File: src/rtl/mult_div_unit.sv
// rtl/mult_div_unit.sv - iterative signed/unsigned multiply/divide unit with Hi/Lo registers
// Optional MDU_EARLY_TERM_EN: multiply stops once the remaining multiplier bits are all zero.
module mult_div_unit #(
    parameter int WIDTH = 32
) (
    input  logic             clk,
    input  logic             reset,
    input  logic             start,
    input  logic [1:0]       op,
    input  logic [WIDTH-1:0] src_a,
    input  logic [WIDTH-1:0] src_b,
    output logic             busy,
    output logic             done,
    output logic             divby0,
    output logic [WIDTH-1:0] hi,
    output logic [WIDTH-1:0] lo
);
    localparam int CW = $clog2(WIDTH);
    localparam logic [CW-1:0] LAST = CW'(WIDTH - 1);

    typedef enum logic [1:0] {IDLE, RUN, FIX, DZ} state_t;

    state_t             state;
    logic               is_div;
    logic               neg_res;
    logic               neg_rem;
    logic [2*WIDTH-1:0] mcand;
    logic [WIDTH-1:0]   mplr;
    logic [2*WIDTH-1:0] acc;
    logic [CW-1:0]      cnt;

    logic               signed_op;
    logic [WIDTH-1:0]   abs_a;
    logic [WIDTH-1:0]   abs_b;
    logic [2*WIDTH-1:0] mul_acc;
    logic [WIDTH:0]     rem_sh;
    logic               ge;
    logic [WIDTH-1:0]   rem_sub;
    logic [2*WIDTH-1:0] div_acc;
    logic               mul_last;
    logic [2*WIDTH-1:0] prod_fix;
    logic [WIDTH-1:0]   quo_fix;
    logic [WIDTH-1:0]   rem_fix;

    always_comb begin
        signed_op = ~op[0];
        abs_a     = (signed_op && src_a[WIDTH-1]) ? -src_a : src_a;
        abs_b     = (signed_op && src_b[WIDTH-1]) ? -src_b : src_b;

        mul_acc   = acc + (mplr[0] ? mcand : '0);

        // Shifted partial remainder can need WIDTH+1 bits; a successful
        // subtraction always fits back into WIDTH bits.
        rem_sh    = acc[2*WIDTH-1:WIDTH-1];
        ge        = rem_sh >= {1'b0, mplr};
        rem_sub   = rem_sh[WIDTH-1:0] - mplr;
        div_acc   = {(ge ? rem_sub : rem_sh[WIDTH-1:0]), acc[WIDTH-2:0], ge};

`ifdef MDU_EARLY_TERM_EN
        mul_last  = (mplr[WIDTH-1:1] == '0) || (cnt == LAST);
`else
        mul_last  = (cnt == LAST);
`endif

        prod_fix  = neg_res ? -acc : acc;
        quo_fix   = neg_res ? -acc[WIDTH-1:0] : acc[WIDTH-1:0];
        rem_fix   = neg_rem ? -acc[2*WIDTH-1:WIDTH] : acc[2*WIDTH-1:WIDTH];
    end

    always_ff @(posedge clk or negedge reset) begin
        if (!reset) begin
            state   <= IDLE;
            is_div  <= 1'b0;
            neg_res <= 1'b0;
            neg_rem <= 1'b0;
            mcand   <= '0;
            mplr    <= '0;
            acc     <= '0;
            cnt     <= '0;
            busy    <= 1'b0;
            done    <= 1'b0;
            divby0  <= 1'b0;
            hi      <= '0;
            lo      <= '0;
        end else begin
            done   <= 1'b0;
            divby0 <= 1'b0;
            case (state)
                IDLE: begin
                    if (start) begin
                        is_div  <= op[1];
                        neg_res <= signed_op & (src_a[WIDTH-1] ^ src_b[WIDTH-1]);
                        neg_rem <= signed_op & src_a[WIDTH-1];
                        mplr    <= abs_b;
                        mcand   <= {{WIDTH{1'b0}}, abs_a};
                        acc     <= op[1] ? {{WIDTH{1'b0}}, abs_a} : '0;
                        cnt     <= '0;
                        busy    <= 1'b1;
                        state   <= (op[1] && src_b == '0) ? DZ : RUN;
                    end
                end
                RUN: begin
                    cnt <= cnt + 1'b1;
                    if (is_div) begin
                        acc <= div_acc;
                        if (cnt == LAST) state <= FIX;
                    end else begin
                        acc   <= mul_acc;
                        mcand <= mcand << 1;
                        mplr  <= mplr >> 1;
                        if (mul_last) state <= FIX;
                    end
                end
                FIX: begin
                    if (is_div) begin
                        hi <= rem_fix;
                        lo <= quo_fix;
                    end else begin
                        hi <= prod_fix[2*WIDTH-1:WIDTH];
                        lo <= prod_fix[WIDTH-1:0];
                    end
                    done  <= 1'b1;
                    busy  <= 1'b0;
                    state <= IDLE;
                end
                DZ: begin
                    done   <= 1'b1;
                    divby0 <= 1'b1;
                    busy   <= 1'b0;
                    state  <= IDLE;
                end
                default: state <= IDLE;
            endcase
        end
    end
endmodule

File: config.mk
export PLATFORM = sky130hd
export DESIGN_NAME = mult_div_unit
export DESIGN_NICKNAME = d
export VERILOG_FILES = /design/src/rtl/mult_div_unit.sv
export SDC_FILE = /design/constraint.sdc
export NUM_CORES = 1
export LEC_CHECK = 0
export CORE_MARGIN = 4
export CORE_UTILIZATION = 60
export DETAILED_ROUTE_END_ITERATION = 7
export MAX_ROUTING_LAYER = met4
export PLACE_DENSITY = 0.92
export SLEW_MARGIN = 20
export SYNTH_ARGS = -nofsm -noshare
export SYNTH_HDL_FRONTEND = slang
export SYNTH_SLANG_ARGS = --single-unit
File: constraint.sdc
create_clock -name clk -period 5.2 [get_ports clk]
set_clock_uncertainty 0.15 [all_clocks]
set_input_delay 1.04 -clock clk [delete_from_list [all_inputs] [get_ports clk]]
set_output_delay 1.04 -clock clk [all_outputs]
set_load 0.02 [all_outputs]
==> results of run 1 <==
[area by class of cell]
| class | count | share of cell area |
|---|---|---|
| timing repair buffer | 160 | 0.0751 |
| tap | 396 | 0.0232 |
| sequential | 237 | 0.278 |
| clock inverter | 13 | 0.00721 |
| multi-input combinational | 1907 | 0.569 |
| clock buffer | 37 | 0.0358 |
| inverter | 67 | 0.0118 |
[power by group]
part / leakage, nW / internal (mW) / total, mW / switching, mW
registers: 2.99 / 2.57 / 3.65 / 1.09
logic: 5.65 / 3.87 / 9.78 / 5.91
clock network: 0.442 / 1.17 / 1.98 / 0.808
total: 9.08 / 7.61 / 15.4 / 7.80
[sequential cells by signal, indices dropped and copies added, names as in the netlist, 2 cells and up]
register / cells
acc: 64
cnt: 5
hi: 32
lo: 32
mcand: 64
mplr: 32
state: 2
[per-layer routing]
metal | share of wire | track usage
met1 | 0.43 | 0.495
met2 | 0.43 | 0.497
met3 | 0.12 | 0.0809
met4 | 0.021 | 0.0714
met5 | 0 | -
[synth_stat cells (all sizes together), types with 45 or more instances]
cell / count
and2: 71
nor3: 45
nor2: 185
a21oi: 229
o21ai: 259
inv: 67
a21o: 60
xor2: 104
clkbuf: 115
dfrtp: 237
o211ai: 47
xnor2: 96
ha: 101
nand2: 270
[kinds of logic (layout without fill, tap and decap cells)]
logic type / after synthesis / after routing / share of synthesized area
AO/OA/AOI/OAI: 808 / 808 / 0.266
AND/OR/NAND/NOR: 763 / 763 / 0.193
flip-flops: 237 / 237 / 0.313
buffers and inverters: 208 / 277 / 0.0482
XOR/XNOR: 200 / 200 / 0.0926
adder cells (fa/ha/maj): 103 / 103 / 0.0689
multiplexers: 33 / 33 / 0.0181
[worst min path at each step]
| stage | startpoint | end | cells past startpoint |
|---|---|---|---|
| 2_1_floorplan | mcand[2]$_DFFE_PN0P_ | mcand[2]$_DFFE_PN0P_ | 2 |
| 3_3_place_gp | hi[2]$_DFFE_PN0P_ | hi[2]$_DFFE_PN0P_ | 2 |
| 3_5_place_dp | hi[19]$_DFFE_PN0P_ | hi[19]$_DFFE_PN0P_ | 2 |
| 4_1_cts | hi[19]$_DFFE_PN0P_ | hi[19]$_DFFE_PN0P_ | 2 |
| 5_1_grt | reset | mcand[17]$_DFFE_PN0P_ | 1 |
| 6_report | reset | mcand[17]$_DFFE_PN0P_ | 1 |
==> flow_summary.json, run 1 <==
{
  "setup_viol_count_final": 0,
  "crit_path_max_fanout": 30,
  "fin_setup_tns_ps": 0,
  "tritoncts": "yes",
  "overflow": 0,
  "antenna_left": 0,
  "critPathArrivalTime_ps": 4800,
  "n_antenna_cell": 0,
  "synthesis.area_um2": 18900,
  "grt_antenna_before_repair": 0,
  "synthTopCellsByArea": "dfrtp_1, ha_1, a21oi_1",
  "clk_latency_ps": 560,
  "hp-class": "in2async",
  "ys.flop_type": "dfrtp_1",
  "final_common_cell": "nand2_1",
  "dpl_cell_area_um2": 20400,
  "crit_path_start_kind": "flop",
  "cap_violations": 0,
  "first_global_vias": 17400,
  "cts-hold-fix-buffers": 0,
  "fin_area_um2": 21300,
  "synth_cell_type_count": 95,
  "routedWlPerCell_um": 21.0,
  "viasPerCell": 6.57,
  "p_leak_nw": 9.08,
  "reg2reg_slack_ps": 730,
  "reg2reg_depth": 14,
  "yosysSeqAreaShare": 0.313,
  "cp.required_ps": 5530,
  "fmax_ghz": 0.224,
  "port-buffer-count": 135,
  "synthArstFlopShare": 1.00,
  "final_cells": 2817,
  "dr.pass1.iters": 8,
  "slew_headroom": 0.345,
  "place_ws_ps": 719,
  "yosys.area.top_type_share": 0.313,
  "drtIter0Drc": 2108,
  "rsz0062_at_grt": "false",
  "worst_pin_slew_ps": 983,
  "rr_startpoint": "mplr[0]$_DFFE_PN0P_",
  "setup_ws_ps": 733,
  "slowest_stage": "dfrtp_1",
  "power.density_nw_per_um2": 723,
  "routed-via-count": 18500,
  "utilization": 0.692,
  "place_inst": 2765,
  "cp.depth": 14,
  "ioPinCount": 136,
  "critical_path_class": "reg2reg",
  "synth_edf_count": 0,
  "start_util": 0.614,
  "worstSetupEndpoint": "acc[59]$_DFFE_PN0P_",
  "wl_um": 59000,
  "power_mw": 15.4,
  "drc": 0,
  "grt_max_degree": 131,
  "path_delay_family": "compound AO/OA/AOI/OAI gates",
  "period_minus_slack_ps": 4470,
  "multi_input_area_um2": 12100,
  "path_cells": "buf_4 -> buf_4 -> and2_1 -> ha_1 -> a21o_1 -> a31oi_1 -> o21ai_0 -> a21oi_1 -> o21ai_0 -> a221oi_1 -> o21ai_1 -> o211ai_2 -> mux2_4 -> o21ai_1",
  "cts_resized": 0,
  "die-area_um2": 34400,
  "cp-end-kind": "flop",
  "clock_sinks": 237,
  "yosysTopAreaCell": "dfrtp_1",
  "coreArea_um2": 30800,
  "mostFrequentLayoutCells": "nand2_1, dfrtp_1, o21ai_0, a21oi_1, nor2_1",
  "clock_path_buffers": 3,
  "dp_hpwl_um": 43500,
  "cts_setup_buffers": 0,
  "crit_start": "mplr[0]$_DFFE_PN0P_",
  "path_buf_inv": 2,
  "path_clk_slew_ps": 60,
  "slew_violations": 0,
  "syn_nets": 2524,
  "ys_warn_count": 0,
  "nFillCells": 2438,
  "regToRegEndpoint": "acc[59]$_DFFE_PN0P_",
  "slowest_delay_ps": 940,
  "clockRootBuffer": "clkbuf_16",
  "period_share": 0.859,
  "status": "completed",
  "syn2layout_area_growth_pct": 12.7,
  "hold_ws_ps": 266,
  "syn_avg_cell_area_um2": 8.05,
  "grt_pass1_wl_um": 93100,
  "drive_gt1_frac": 0.0500,
  "ir_worst_vdd_uv": 432,
  "synthCells": 2352,
  "cts_htree_levels": 1,
  "die_y_um": 186,
  "numCtsBuffers": 27,
  "grt_use_total": 0.343,
  "hold_viol": 0,
  "nets": 2572,
  "rows": 64,
  "synth_seq_cells": 237,
  "die_w_um": 186,
  "regArea_um2": 5930,
  "gp_congestion": 1.01
}
No activity file was read; power rests on OpenSTA's default activity.
==> run 2, diff against run 1 <==
CORE_UTILIZATION = 50   (was 60)
PLACE_DENSITY = 0.81   (was 0.92)
==> flow_summary.json, run 2 (synthesis results as in run 1) <==
{
  "dr.pass1.iters": 8,
  "drtIter0Drc": 1694,
  "die-area_um2": 41000,
  "reg2reg_depth": 13,
  "gp_congestion": 1.00,
  "clock_path_buffers": 3,
  "cp.required_ps": 5490,
  "nFillCells": 3375,
  "mostFrequentLayoutCells": "nand2_1, dfrtp_1, o21ai_0, a21oi_1, nor2_1",
  "drive_gt1_frac": 0.0477,
  "regToRegEndpoint": "acc[61]$_DFFE_PN0P_",
  "ir_worst_vdd_uv": 480,
  "critical_path_class": "reg2reg",
  "start_util": 0.512,
  "fin_setup_tns_ps": 0,
  "reg2reg_slack_ps": 940,
  "rows": 70,
  "routedWlPerCell_um": 19.1,
  "switchingPower_mw": 7.49,
  "power.density_nw_per_um2": 705,
  "setup_ws_ps": 945,
  "period_share": 0.818,
  "hp-class": "reg2reg",
  "slew_headroom": 0.273,
  "wl_um": 55600,
  "coreArea_um2": 37000,
  "holdPathEnd": "hi[6]$_DFFE_PN0P_",
  "utilization": 0.579,
  "dp_hpwl_um": 42200,
  "seqPwrFrac": 0.245,
  "ioPinCount": 136,
  "cts_setup_buffers": 0,
  "cts-hold-fix-buffers": 0,
  "syn2layout_area_growth_pct": 13.1,
  "first_global_vias": 16600,
  "grt_pass1_wl_um": 89400,
  "clk_latency_ps": 570,
  "p_int_mw": 7.60,
  "status": "completed",
  "setup_viol_count_final": 0,
  "viasPerCell": 6.10,
  "die_w_um": 203,
  "die_y_um": 203,
  "crit_path_max_fanout": 38,
  "cp-end-kind": "flop",
  "final_common_cell": "nand2_1",
  "path_clk_slew_ps": 60,
  "critPathArrivalTime_ps": 4540,
  "n_antenna_cell": 0,
  "rr_startpoint": "mplr[0]$_DFFE_PN0P_",
  "swShare": 0.496,
  "place_ws_ps": 716,
  "nets": 2565,
  "numCtsBuffers": 28,
  "clockRootBuffer": "clkbuf_16",
  "reg.largest.list": "acc (64), mcand (64)",
  "slew_violations": 0,
  "antenna_left": 0,
  "cts_resized": 0,
  "p_leak_nw": 9.04,
  "fmax_ghz": 0.235,
  "cts_htree_levels": 1,
  "comb_power_share": 0.620,
  "port-buffer-count": 135,
  "grt_max_degree": 128,
  "worst_pin_slew_ps": 1090,
  "tritoncts": "yes",
  "grt_use_total": 0.270,
  "period_minus_slack_ps": 4260,
  "clkPwrFrac": 0.135,
  "rsz0062_at_grt": "false",
  "overflow": 0,
  "min_path_cells": 2,
  "crit_path_start_kind": "flop",
  "routed-via-count": 17800,
  "cap_violations": 0,
  "hold_viol": 0,
  "hold_ws_ps": 328,
  "hold_start": "hi[6]$_DFFE_PN0P_",
  "grt_antenna_before_repair": 0,
  "drc": 0,
  "clock_sinks": 237
}
-- run 2: cell count changes in the layout (fill, tap and decap cells not counted), sizes merged --
cell	previous run	this run
buf	26	18
bufinv	3	2
clkbuf	37	40
clkinvlp	4	2
-- run 2: through the flow --
step	std cells	instance area, um^2	power, mW
final	2917	21400	15.1
after global routing	2917	21400	16.3
after CTS	2917	21400	14.9
after detailed placement	2867	20400	12.8
after global placement	2867	20400	12.6
after floorplan	2352	18900	10.5
-- run 2: power groups by stage --
stage | Combinational (mW) | Sequential, mW | Clock (mW)
finish | 9.35 | 3.70 | 2.04
global route | 10.4 | 3.78 | 2.15
CTS | 9.22 | 3.63 | 2.07
detailed placement | 9.14 | 3.65 | 0
global placement | 8.96 | 3.62 | 0
floorplan | 7.31 | 3.24 | 0
-- run 2: final cells by class --
class | instances | area, um^2 | share of cell area
Inverter | 67 | 251 | 0.0117
Sequential cell | 237 | 5930 | 0.277
Multi-Input combinational cell | 1907 | 12100 | 0.567
Tap cell | 504 | 631 | 0.0295
Clock buffer | 40 | 847 | 0.0396
Timing Repair Buffer | 152 | 1480 | 0.0693
Clock inverter | 10 | 115 | 0.00538
-- run 2: critical path: stages (launching register included) --
cell,delay [ps]
dfrtp_2,600
buf_4,330
and2_1,200
ha_1,380
inv_1,100
o21bai_1,160
a21o_1,170
a211oi_1,80
nor3_1,320
o22ai_1,180
o31ai_1,660
nand2_1,170
o2111a_1,270
or3_1,330
-- run 2: layer usage --
metal / track usage / part of all wire / vias to the layer above
li1: - / - / 8556
met1: 0.414 / 0.48 / 8456
met2: 0.373 / 0.41 / 717
met3: 0.0478 / 0.093 / 73
met4: 0.0572 / 0.017 / 0
met5: - / 0 / -
-- run 2: worst max-delay path by stage --
stage / start / end / slack [ps] / cells past startpoint
CTS: mplr[0]$_DFFE_PN0P_ / acc[61]$_DFFE_PN0P_ / 1050 / 13
finish: mplr[0]$_DFFE_PN0P_ / acc[61]$_DFFE_PN0P_ / 940 / 13
global route: mplr[0]$_DFFE_PN0P_ / acc[63]$_DFFE_PN0P_ / 600 / 13
floorplan: mplr[0]$_DFFE_PN0P_ / acc[55]$_DFFE_PN0P_ / 1640 / 15
detailed placement: src_b[0] / mplr[30]$_DFFE_PN0P_ / 720 / 13
global placement: src_b[0] / mplr[30]$_DFFE_PN0P_ / 900 / 13
==> run 3, diff against run 2 <==
PLACE_DENSITY = 0.83   (was 0.81)
clock period = 3.54 ns   (was 5.2 ns; I/O delays follow)
==> flow_summary.json, run 3 (synthesis results as in run 1) <==
{
  "worst_path_most_repeated_cell": "a2111oi_4",
  "grt_pass1_wl_um": 98100,
  "slew_headroom": 0.510,
  "dpl_cell_area_um2": 22400,
  "worst_pin_slew_ps": 735,
  "clockRootBuffer": "clkbuf_16",
  "first_global_vias": 18000,
  "utilization": 0.649,
  "tritoncts": "yes",
  "hold_start": "lo[3]$_DFFE_PN0P_",
  "cp.required_ps": 3840,
  "setup_viol_count_final": 9,
  "slowest_delay_ps": 480,
  "reg.largest.list": "acc (64), mcand (64)",
  "crit_path_start_kind": "flop",
  "cts_htree_levels": 1,
  "status": "complete, but fails checks",
  "port-buffer-count": 135,
  "path_buf_inv": 2,
  "setup_ws_ps": -147,
  "numCtsBuffers": 28,
  "hold_viol": 0,
  "power.density_nw_per_um2": 1060,
  "drive_gt1_frac": 0.169,
  "drtIter0Drc": 1721,
  "path_delay_family": "compound AO/OA/AOI/OAI gates",
  "path_cells": "buf_12 -> and2_4 -> ha_4 -> a21o_1 -> a31o_1 -> buf_6 -> o21ai_4 -> a211o_1 -> a2111oi_4 -> o211ai_2 -> a2111oi_4 -> nor2_1 -> xnor2_1 -> a221o_1",
  "slew_violations": 0,
  "grt_antenna_before_repair": 1,
  "overflow": 0,
  "grt_use_total": 0.300,
  "routedWlPerCell_um": 19.4,
  "ioPinCount": 136,
  "violations": "negative setup slack",
  "antenna_left": 0,
  "hp-class": "reg2reg",
  "critical_path_class": "reg2reg",
  "mostFrequentLayoutCells": "buf_4, nand2_1, dfrtp_1",
  "clock_sinks": 237,
  "clk_latency_ps": 570,
  "power_mw": 25.5,
  "slowest_stage": "a2111oi_4",
  "rr_startpoint": "mplr[0]$_DFFE_PN0P_",
  "fmax_ghz": 0.271,
  "coreArea_um2": 37000,
  "period_share": 1.04,
  "rows": 70,
  "routed-via-count": 19100,
  "syn2layout_area_growth_pct": 26.8,
  "nets": 2835,
  "clock_path_buffers": 3,
  "cap_violations": 0,
  "crit_start": "mplr[0]$_DFFE_PN0P_",
  "wl_um": 62000,
  "die-area_um2": 41000,
  "start_util": 0.512,
  "rsz0062_at_grt": "true",
  "place_ws_ps": -305,
  "path_clk_slew_ps": 60,
  "crit_path_max_fanout": 32,
  "drc": 0,
  "final_cells": 3190,
  "critPathArrivalTime_ps": 3980,
  "place_inst": 3122,
  "die_w_um": 203,
  "dr.pass1.iters": 6,
  "p_leak_nw": 10.5,
  "period_minus_slack_ps": 3690,
  "dp_hpwl_um": 47200,
  "gp_congestion": 0.978,
  "grt_max_degree": 129,
  "ir_worst_vdd_uv": 526,
  "fin_area_um2": 24000,
  "final_common_cell": "buf_4",
  "viasPerCell": 6.00,
  "die_y_um": 203,
  "cp-end-kind": "flop"
}
-- run 3: cell types whose count changed in the layout (fill, tap and decap cells not counted), sizes merged --
| cell | change |
|---|---|
| clkbuf | +3 |
| diode | +1 |
| dlygate4sd3 | +1 |
| inv | -1 |
| buf | +269 |
-- run 3: where the power goes --
part	switching [mW]	internal, mW
clock network	1.23	1.85
logic	9.99	7.71
registers	0.927	3.78
-- run 3: worst register-to-register path, cell delays in order (launching register included) --
cell and delay, ps:
dfrtp_1 400, buf_12 170, and2_4 190, ha_4 290, a21o_1 140, a31o_1 160
buf_6 130, o21ai_4 60, a211o_1 310, a2111oi_4 350, o211ai_2 190, a2111oi_4 480
nor2_1 110, xnor2_1 150, a221o_1 290
-- run 3: final timing paths --
path | slack, ps | end | cells after the start
setup / recovery | -150 | acc[55]$_DFFE_PN0P_ | 14
setup reg to reg | -150 | acc[55]$_DFFE_PN0P_ | 14
min in group asynchronous | 560 | mcand[3]$_DFFE_PN0P_ | 2
hold / removal | 320 | lo[3]$_DFFE_PN0P_ | 2
hold reg to reg | 320 | lo[3]$_DFFE_PN0P_ | 2
max in group asynchronous | 1850 | mcand[53]$_DFFE_PN0P_ | 3
-- run 3: repair_timing --
item | 4_1_cts | 5_1_grt
hold buffers | 1 | 0
endpoints found under the setup margin | 27 | 48
hold endpoints to repair | 62 | 0
gates resized for setup | 34 | 73
pin swaps | 8 | 32
buffers inserted | 5 | 8
-- run 3: per-layer routing --
| metal | track usage | part of all wire | up-vias |
|---|---|---|---|
| li1 | - | - | 9070 |
| met1 | 0.450 | 0.47 | 9145 |
| met2 | 0.414 | 0.41 | 852 |
| met3 | 0.0684 | 0.11 | 73 |
| met4 | 0.0618 | 0.017 | 0 |
| met5 | - | 0 | - |
-- run 3: final cells by class --
class / count / area, um^2
antenna: 1 / 2.50
fill: 3126 / 13000
clock inverter: 9 / 108
multi-input combinational: 1907 / 12600
timing repair buffer: 422 / 3610
tap: 504 / 631
inverter: 67 / 251
sequential: 237 / 5930
clock buffer: 43 / 878
-- run 3: metrics by stage --
stage	TNS [ps]	hold slack [ps]
6_report	-743	325
5_1_grt	-2980	348
4_1_cts	-874	333
3_5_place_dp	-5400	320
3_3_place_gp	-2630	311
2_1_floorplan	0	262
